===== src/rtl/axis_bus_arbiter_pkg.sv =====
// Shared definitions for the AXIS bus arbiter and the mux it drives.
// Holds the mux select encoding, the default channel count, the arbiter
// FSM state encoding and a small width helper.
package axis_bus_arbiter_pkg;

    // Mux select codes: CHOOSE_BASE + idx routes source channel idx,
    // NON_FIFO_CHOOSE parks the mux with no source selected.
    localparam logic [7:0] CHOOSE_BASE     = 8'd128;
    localparam logic [7:0] NON_FIFO_CHOOSE = 8'd0;
    localparam int         NUM_CH_DEFAULT  = 10;

    typedef enum logic {
        ST_IDLE = 1'b0,
        ST_XFER = 1'b1
    } arb_state_t;

    // Bits needed to hold values 0..n-1, never less than one bit.
    function automatic int idx_width(input int n);
        return (n > 1) ? $clog2(n) : 1;
    endfunction

endpackage


===== src/rtl/axis_rr_pick.sv =====
// Combinational round-robin picker.
//   req        : per-channel request flags
//   last_grant : channel granted most recently; search starts one above it
//   found      : at least one request is pending
//   idx        : first requesting channel at or after last_grant+1 (mod NUM_CH)
module axis_rr_pick
    import axis_bus_arbiter_pkg::*;
#(
    parameter  int NUM_CH = NUM_CH_DEFAULT,
    localparam int IDX_W  = idx_width(NUM_CH)
) (
    input  logic [NUM_CH-1:0] req,
    input  logic [IDX_W-1:0]  last_grant,
    output logic              found,
    output logic [IDX_W-1:0]  idx
);

    int cand;

    // Walk from the farthest offset to the nearest so the nearest
    // requester after last_grant is the one left standing.
    always_comb begin
        // NOTE: every output of a combinational block gets a default before
        // any conditional assignment, otherwise a latch is inferred.
        found = 1'b0;
        idx   = '0;
        cand  = 0;
        for (int off = NUM_CH; off >= 1; off--) begin
            cand = (int'(last_grant) + off) % NUM_CH;
            if (req[cand]) begin
                found = 1'b1;
                idx   = IDX_W'(cand);
            end
        end
    end

endmodule


===== src/rtl/axis_bus_arbiter.sv =====
// Packet-level arbiter for an AXIS bus mux. Grants one source channel at a
// time in round-robin order, holds the grant until the packet's tlast beat
// is accepted (or the stream sits idle too long), and counts packets.
//   clk, rst_n   : clock, asynchronous active-low reset
//   req          : per-channel "whole packet available"
//   mon_tvalid   : tvalid seen at the mux output
//   mon_tlast    : tlast seen at the mux output
//   out_tready   : downstream ready
//   bus_sel      : mux select code (CHOOSE_BASE+idx while granted, else 0)
//   in_tready    : per-channel tready back to the sources
//   grant_active : a channel holds the bus
//   timeout_err  : one-cycle pulse when a grant is forcibly released
//   pkt_cnt      : completed packet count (wraps)
module axis_bus_arbiter
    import axis_bus_arbiter_pkg::*;
#(
    parameter int NUM_CH      = NUM_CH_DEFAULT,
    parameter int TIMEOUT_CYC = 1024
) (
    input  logic              clk,
    input  logic              rst_n,
    input  logic [NUM_CH-1:0] req,
    input  logic              mon_tvalid,
    input  logic              mon_tlast,
    input  logic              out_tready,
    output logic [7:0]        bus_sel,
    output logic [NUM_CH-1:0] in_tready,
    output logic              grant_active,
    output logic              timeout_err,
    output logic [15:0]       pkt_cnt
);

    localparam int IDX_W = idx_width(NUM_CH);
    localparam int CNT_W = idx_width(TIMEOUT_CYC);

    arb_state_t       state, state_n;
    logic [IDX_W-1:0] cur_idx, cur_idx_n;
    logic [IDX_W-1:0] last_grant, last_grant_n;
    logic [CNT_W-1:0] idle_cnt, idle_cnt_n;
    logic [7:0]       bus_sel_n;
    logic             grant_active_n;
    logic             timeout_err_n;
    logic [15:0]      pkt_cnt_n;

    logic             pick_found;
    logic [IDX_W-1:0] pick_idx;
    logic             beat_ok;

    axis_rr_pick #(.NUM_CH(NUM_CH)) u_pick (
        .req        (req),
        .last_grant (last_grant),
        .found      (pick_found),
        .idx        (pick_idx)
    );

    assign beat_ok = (state == ST_XFER) && mon_tvalid && out_tready;

    // Ready is passed straight through to the granted source only, so the
    // source sees backpressure in the same cycle as the downstream.
    always_comb begin
        in_tready = '0;
        if (state == ST_XFER)
            in_tready[cur_idx] = out_tready;
    end

    always_comb begin
        state_n        = state;
        cur_idx_n      = cur_idx;
        last_grant_n   = last_grant;
        idle_cnt_n     = idle_cnt;
        bus_sel_n      = bus_sel;
        grant_active_n = grant_active;
        timeout_err_n  = 1'b0;
        pkt_cnt_n      = pkt_cnt;

        case (state)
            ST_IDLE: begin
                if (pick_found) begin
                    state_n        = ST_XFER;
                    cur_idx_n      = pick_idx;
                    idle_cnt_n     = '0;
                    bus_sel_n      = CHOOSE_BASE + 8'(pick_idx);
                    grant_active_n = 1'b1;
                end
            end
            ST_XFER: begin
                // tlast is checked first so it beats a timeout that lands
                // in the same cycle.
                if (beat_ok && mon_tlast) begin
                    state_n        = ST_IDLE;
                    last_grant_n   = cur_idx;
                    pkt_cnt_n      = pkt_cnt + 16'd1;
                    bus_sel_n      = NON_FIFO_CHOOSE;
                    grant_active_n = 1'b0;
                end else if (beat_ok) begin
                    idle_cnt_n = '0;
                end else if (idle_cnt == CNT_W'(TIMEOUT_CYC - 1)) begin
                    state_n        = ST_IDLE;
                    last_grant_n   = cur_idx;
                    bus_sel_n      = NON_FIFO_CHOOSE;
                    grant_active_n = 1'b0;
                    timeout_err_n  = 1'b1;
                end else begin
                    idle_cnt_n = idle_cnt + 1'b1;
                end
            end
            default: state_n = ST_IDLE;
        endcase
    end

    always_ff @(posedge clk or negedge rst_n) begin
        if (!rst_n) begin
            state        <= ST_IDLE;
            cur_idx      <= '0;
            last_grant   <= IDX_W'(NUM_CH - 1);
            idle_cnt     <= '0;
            bus_sel      <= NON_FIFO_CHOOSE;
            grant_active <= 1'b0;
            timeout_err  <= 1'b0;
            pkt_cnt      <= '0;
        end else begin
            // NOTE: sequential state uses non-blocking assignments so every
            // register samples pre-edge values, independent of statement order.
            state        <= state_n;
            cur_idx      <= cur_idx_n;
            last_grant   <= last_grant_n;
            idle_cnt     <= idle_cnt_n;
            bus_sel      <= bus_sel_n;
            grant_active <= grant_active_n;
            timeout_err  <= timeout_err_n;
            pkt_cnt      <= pkt_cnt_n;
        end
    end

endmodule


===== config.mk =====
export PLATFORM = sky130hd
export DESIGN_NAME = axis_bus_arbiter
export DESIGN_NICKNAME = d
export VERILOG_FILES = /design/src/rtl/axis_bus_arbiter_pkg.sv /design/src/rtl/axis_rr_pick.sv /design/src/rtl/axis_bus_arbiter.sv
export SDC_FILE = /design/constraint.sdc
export NUM_CORES = 1
export LEC_CHECK = 0
export CORE_UTILIZATION = 55
export CTS_BUF_LIST = sky130_fd_sc_hd__clkbuf_16
export DETAILED_ROUTE_END_ITERATION = 8
export PLACE_DENSITY = 0.77
export SLEW_MARGIN = 20
export SYNTH_ARGS = -nofsm -noshare
export SYNTH_HDL_FRONTEND = slang
export SYNTH_SLANG_ARGS = --single-unit

===== constraint.sdc =====
create_clock -name clk -period 13.1 [get_ports clk]
set_input_delay 3.275 -clock clk [delete_from_list [all_inputs] [get_ports clk]]
set_output_delay 3.275 -clock clk [all_outputs]
set_load 0.005 [all_outputs]

==> results.md, run 1 <==
* Status: finished clean
* Hold-fix buffers, CTS at 0
* Simple-gate share of the synthesized area at 0.2457
* Ys async rst share at 1.000
* Final nets at 861
* Num Clock Sinks at 41
* Core ar. at 10940 um2
* Vias in the first global route at 6062
* Largest family of logic cells by synthesized area: compound AO/OA/AOI/OAI gates
* Sequential-to-total area share from yosys stat at 0.1654
* Rel. slew slack at 0.3900
* #FFs+latches synth at 41
* Area leader, netlist: dfrtp_1
* DRT iter0 DRCs at roughly 650
* Average vias per placed instance at 6.795
* Antenna cells at 0
* Pwr dens at 305.5 nW/um2
* WP data arrival at 4.91 ns
* Critical Path Fanout Max at 5
* Clk_lat worst skew at 0.28 ns
* Die H at 108.3 um
* Die Span X at 108.3 um
* Fin crit share at 0.6250
* Top area cells in the synthesized netlist: dfrtp_1 (16%), ha_1 (7.8%), nand2_1 (4.6%)
* CP endpoint kind: output pin
* Die area at 11740 um2
* Total global routing overflow at 0
* Final setup fails at 0
* All-layer global routing usage at 0.3238
* Port bufs at 47
* Reg area at 1028 um2
* Ys Warns at 0
* First-pass GRT wire length at between 30 and 40 mm
* Worst-Margin Slew at between 0.8 and 0.9 ns
* EDFF count, synth at 0
* CP Data Required Time at around 9.8 ns
* Commonest cells post-synth: nand2_1 (77), nor2_1 (58), a21oi_1 (53)
* Detail Placement HPWL at 13.91 mm
* Post-DP Area at 6663 um2
* Yosys top cell area share at 0.1569
* CTS clock-pin slew for the worst setup and hold paths at 0.06 ns
* Leak at 2.806 nW
* Post-CTS Repair Setup Buffers at 0
* Design Area, Final at 6823 um2
* Worst R2R Setup Slack at 6.74 ns
* DRC Markers at 0
* Area of the multi-input gates at 4862 um2
* Htree depth at 2
* CTS tree: built
* GPL Wtd Cong at just over 1
* Initial Util at 0.5686
* Ys flop type: dfrtp_1
* Yosys cell types at 100
* Worst Hold Class: flop to flop
* Count leader, synth: nand2_1
* Final hold violations at 0
* Count of pins over their slew limit at 0
* Initial antenna violation count at 0
* Final worst path period need at about 8 ns
* FMAX at ~120 MHz
* Cell row count at 38
* Maximum Capacitance Violations at 0
* CTS root buf: clkbuf_16
* Synth Area in Compound Gates at 0.2938
* Ports at 51
* Max clock buf depth at 2
* Syn_area_per_cell at roughly 8 um2
* Synthesized-area fraction occupied by adder cells at 0.08330
* RSZ-0062 raised after global routing: false
* Mapped cell area at 6218 um2
* Worst vdd ir at ~0.15 mV
* Antenna Nets Post-Route at 0
* Critical path class: primary input to output pin
* Multiplexer share of the synthesized area at 0.09477
* Post-Synth XOR/XNOR Area at 0.06258
* Fillers at 958
* Pin count of the biggest net entering global routing at 42
* Layout area overhead at 9.718%
* Num CTS Buffers at 5
* Pre-antenna DRT Iters at 6
* Final wirelength at 18.84 mm
* Resize count post-CTS at 0
* Layout cell share with drive strength beyond 1 at 0.1066
* Clock Skew at 0.005475 ns
* CP startpoint kind: primary input
* DR WL/cell at 19.89 um
* Cells after Synth at 785
* Via count at 6435
* Setup TNS at 0 ns
kinds of logic after synthesis:
logic type / after synthesis
AO/OA/AOI/OAI: 258
other: 1
XOR/XNOR: 38
multiplexers: 44
AND/OR/NAND/NOR: 296
buffers and inverters: 65
adder cells (fa/ha/maj): 42
flip-flops: 41
critical path, cell delays in order:
cell and delay (ns):
clkdlybuf4s50_1 0.55, nand2_1 0.09, nor2_1 0.13, nand2_1 0.12, nor3_1 0.19, clkdlybuf4s50_1 0.55
per-stage QoR:
step	hold WS, ns	setup WS, ns	std cells	utilization	total power (W)
finish	0.4957	4.912	947	0.6239	0.002084
detailed placement	0.4839	4.941	940	0.6093	0.001882
floorplan	0.4655	6.109	787	-	0.001506
CTS	0.4978	4.917	947	0.6239	0.002031
global placement	0.4596	5.014	940	0.6093	0.001847
global route	0.5113	4.784	947	0.6239	0.002230
power by group:
part           internal, W  switching, W  leakage [nW]
clock network    0.0000884     0.0000481        0.0797
logic             0.000679       0.00105          2.19
registers         0.000156     0.0000602         0.537
state kept, by name, summed over array words and instances, names as in the netlist:
register and cells:
bus_sel 5, cur_idx 4, idle_cnt 10, last_grant 4, pkt_cnt 16, state 1
timeout_err 1
cell type report:
cell class,instances,share of cell area
multi-input cells,681,0.7126
flip-flops and latches,41,0.1507
repair buffers,51,0.07262
well taps,140,0.02567
clock buffers,5,0.01834
inverters,27,0.01485
clock inverters,2,0.005135
placed cells by master (no fill, tap or decap), drive strengths merged, types with 19 or more instances in the layout:
cell type      Yosys  layout
nand2             78      78
a21oi             63      63
nor2              59      59
o21ai             48      48
clkdlybuf4s50      0      46
ha                39      39
dfrtp             39      39
nand3             35      35
xnor2             32      32
inv               25      25
nor3              21      21
mux2i             19      19
routing by layer:
layer / routed length (um) / GRT usage
met5: 0 / 0
met2: 8457 / 0.5227
met4: 638 / 0.1129
met1: 7984 / 0.4370
met3: 1759 / 0.05304
path summary, 6_finish.rpt:
path                                            from                 endpoint  cells after the start
max in group asynchronous                      rst_n   cur_idx[1]$_DFFE_PN0P_                      1
setup reg to reg           last_grant[0]$_DFFE_PN1P_  idle_cnt[9]$_DFFE_PN0P_                     12
setup / recovery                          out_tready             in_tready[4]                      6
hold reg to reg              pkt_cnt[12]$_DFFE_PN0P_  pkt_cnt[12]$_DFFE_PN0P_                      1
min in group asynchronous                      rst_n   pkt_cnt[5]$_DFFE_PN0P_                      1
hold / removal               pkt_cnt[12]$_DFFE_PN0P_  pkt_cnt[12]$_DFFE_PN0P_                      1
(Power assumes the default switching activity.)
==> inputs of run 2 (changes only) <==
--- a/config.mk
+++ b/config.mk
@@ -8,7 +8,7 @@
 export CORE_UTILIZATION = 55
 export CTS_BUF_LIST = sky130_fd_sc_hd__clkbuf_16
 export DETAILED_ROUTE_END_ITERATION = 8
-export PLACE_DENSITY = 0.77
+export PLACE_DENSITY = 0.8
 export SLEW_MARGIN = 20
 export SYNTH_ARGS = -nofsm -noshare
 export SYNTH_HDL_FRONTEND = slang
==> constraint.sdc (replaced) <==
create_clock -name clk -period 7.49 [get_ports clk]
set_input_delay 1.8725 -clock clk [delete_from_list [all_inputs] [get_ports clk]]
set_output_delay 1.8725 -clock clk [all_outputs]
set_load 0.005 [all_outputs]
==> run 2 against run 1 <==
  * Sequential power increased by 56%
  * Flip-flop and latch count is the same
  * Critical endpoint is now idle_cnt[9]$_DFFE_PN0P_
  * Non-clock buffer count grew 2
  * Highest routed layer unchanged
  * Die area unchanged
  * Setup slack got worse by 3.1 ns
  * Largest power group unchanged
  * First-iteration DRC count rose by 14%
  * Design area up 0.31%
  * Routed wire length increased by 5.3%
  * Core utilization rose by 0.19 points
  * Cell count rose by 0.32%
==> results.md, run 2 (synthesis gave the netlist of run 1 again) <==
* Vias in the first global route at 5998
* Resize count post-CTS at 0
* Antenna cells at 0
* RSZ-0062 raised after global routing: false
* CP Data Required Time at 7.66 ns
* Port bufs at 47
* Largest regs: pkt_cnt: 16 flops, idle_cnt: 10 flops, bus_sel: 5 flops
* Sequential Power Share at 0.090
* Antenna Nets Post-Route at 0
* Die area at 11740 um2
* Total global routing overflow at 0
* Max reg flops at 16
* Final nets at 863
* Cell row count at 38
* Via count at 6467
* CP endpoint kind: flop
* Final setup fails at 0
* Total power at 0.003724 W
* WP data arrival at 5.80 ns
* CTS tree: built
* Pwr dens at 544.1 nW/um2
* Fin worst setup slack at 1.856 ns
* Commonest non-fill, non-tap cell in the layout: nand2_1
* Post-place setup slack at between 1.5 and 2 ns
* First-pass GRT wire length at 31.88 mm
* Pre-antenna DRT Iters at 5
* All-layer global routing usage at 0.3451
* Clock power frac at 0.064
* Num CTS Buffers at 5
* DRT iter0 DRCs at 745
* Rel. slew slack at 0.2252
* CTS clock-pin slew for the worst setup and hold paths at ~0.060 ns
* Status: finished clean
* Top reg by flops: pkt_cnt
* Most frequent cells in the layout: nand2_1 (77), nor2_1 (58), a21oi_1 (53), clkdlybuf4s50_1 (46), o21ai_0 (40)
* Layout area overhead at 10.06%
* Hold-fix buffers, CTS at 0
* Fin crit share at 0.7522
* Post-CTS Repair Setup Buffers at 0
* Worst Hold Class: flop to flop
* Pin count of the biggest net entering global routing at 42
* Htree depth at 2
* Core ar. at 10940 um2
* Leak at 2.813 nW
* Critical path class: flop to flop
* Final Util at 0.6259
* Critical Path Fanout Max at 35
* Final hold violations at 0
* Final worst path period need at ~5.6 ns
* CTS root buf: clkbuf_16
* CP startpoint kind: flop
* FMAX at 177.5 MHz
* Worst hold margin at 0.4887 ns
* Layout cell share with drive strength beyond 1 at 0.1086
* Sw frac at 0.5606
* Final wirelength at between 15 and 20 mm
* Die Span X at 108.3 um
* Clock Skew at 0.007127 ns
* Maximum Capacitance Violations at 0
* Max clock buf depth at 2
* Detail Placement HPWL at about 15 mm
* Die H at 108.3 um
* Logic pwr share at 0.845
* GPL Wtd Cong at about 0.97
* DRC Markers at 0
* Ports at about 50
* Count of pins over their slew limit at 0
* Initial antenna violation count at 0
* Setup TNS at 0 ns
* Psw at around 0.0021 W
* Internal at 0.001636 W
* Worst-Margin Slew at 1.133 ns
* Average vias per placed instance at 6.807
* Clk_lat worst skew at approximately 0.28 ns
* Initial Util at 0.5686
* DR WL/cell at approximately 21 um
* Worst vdd ir at between 0.3 and 0.4 mV
* Num Clock Sinks at 41
-- run 2: cell types whose count changed in the layout (fill, tap and decap cells not counted), sizes merged --
cell      before  now
buf            5    7
clkinvlp       0    1
-- run 2: worst paths after layout --
kind	from	to	slack [ns]	cells after the start
min in group asynchronous	rst_n	pkt_cnt[4]$_DFFE_PN0P_	1.71	1
max in group asynchronous	rst_n	idle_cnt[9]$_DFFE_PN0P_	5.23	1
hold / removal	bus_sel[1]$_DFFE_PN0P_	bus_sel[1]$_DFFE_PN0P_	0.49	2
hold reg to reg	bus_sel[1]$_DFFE_PN0P_	bus_sel[1]$_DFFE_PN0P_	0.49	2
setup / recovery	last_grant[3]$_DFFE_PN1P_	idle_cnt[9]$_DFFE_PN0P_	1.86	15
setup reg to reg	last_grant[3]$_DFFE_PN1P_	idle_cnt[9]$_DFFE_PN0P_	1.86	15
-- run 2: power by group through the flow --
stage,Clock [W],Combinational (W),Sequential (W)
final,0.000240,0.00315,0.000336
after global placement,0,0.00302,0.000334
after global routing,0.000249,0.00340,0.000344
after floorplan,0,0.00231,0.000324
after CTS,0.000241,0.00305,0.000334
after detailed placement,0,0.00303,0.000335
-- run 2: routing by layer --
layer  track usage  vias up  share of wire
met1        0.4559     3106           0.42
met4        0.1110        0          0.031
met3       0.04762       51          0.075
met2        0.5810      313           0.47
met5             0        -              0
li1              -     2997              -
-- run 2: through the flow --
stage,instance area (um2),std cells
finish,6844,950
global route,6844,950
CTS,6844,950
detailed placement,6678,942
global placement,6678,942
floorplan,6226,787
-- run 2: critical path: stages (launching register included) --
cell      delay, ns
dfstp_2        1.02
inv_2          0.30
ha_1           0.38
a21oi_1        0.45
inv_1          0.23
ha_1           0.35
nor2b_1        0.24
o221ai_1       0.30
or4_1          0.48
a21oi_1        0.39
a21oi_2        0.08
nor4b_2        0.18
nand4_1        0.17
o21a_1         0.57
nand2_1        0.13
a21o_1         0.21
-- run 2: cell type report --
type	count	area, um2
multi-input cells	681	4862
fillers	956	4091
flip-flops and latches	41	1028
repair buffers	53	510.5
well taps	140	175.2
clock buffers	5	125.1
inverters	27	101.3
clock inverters	3	41.29
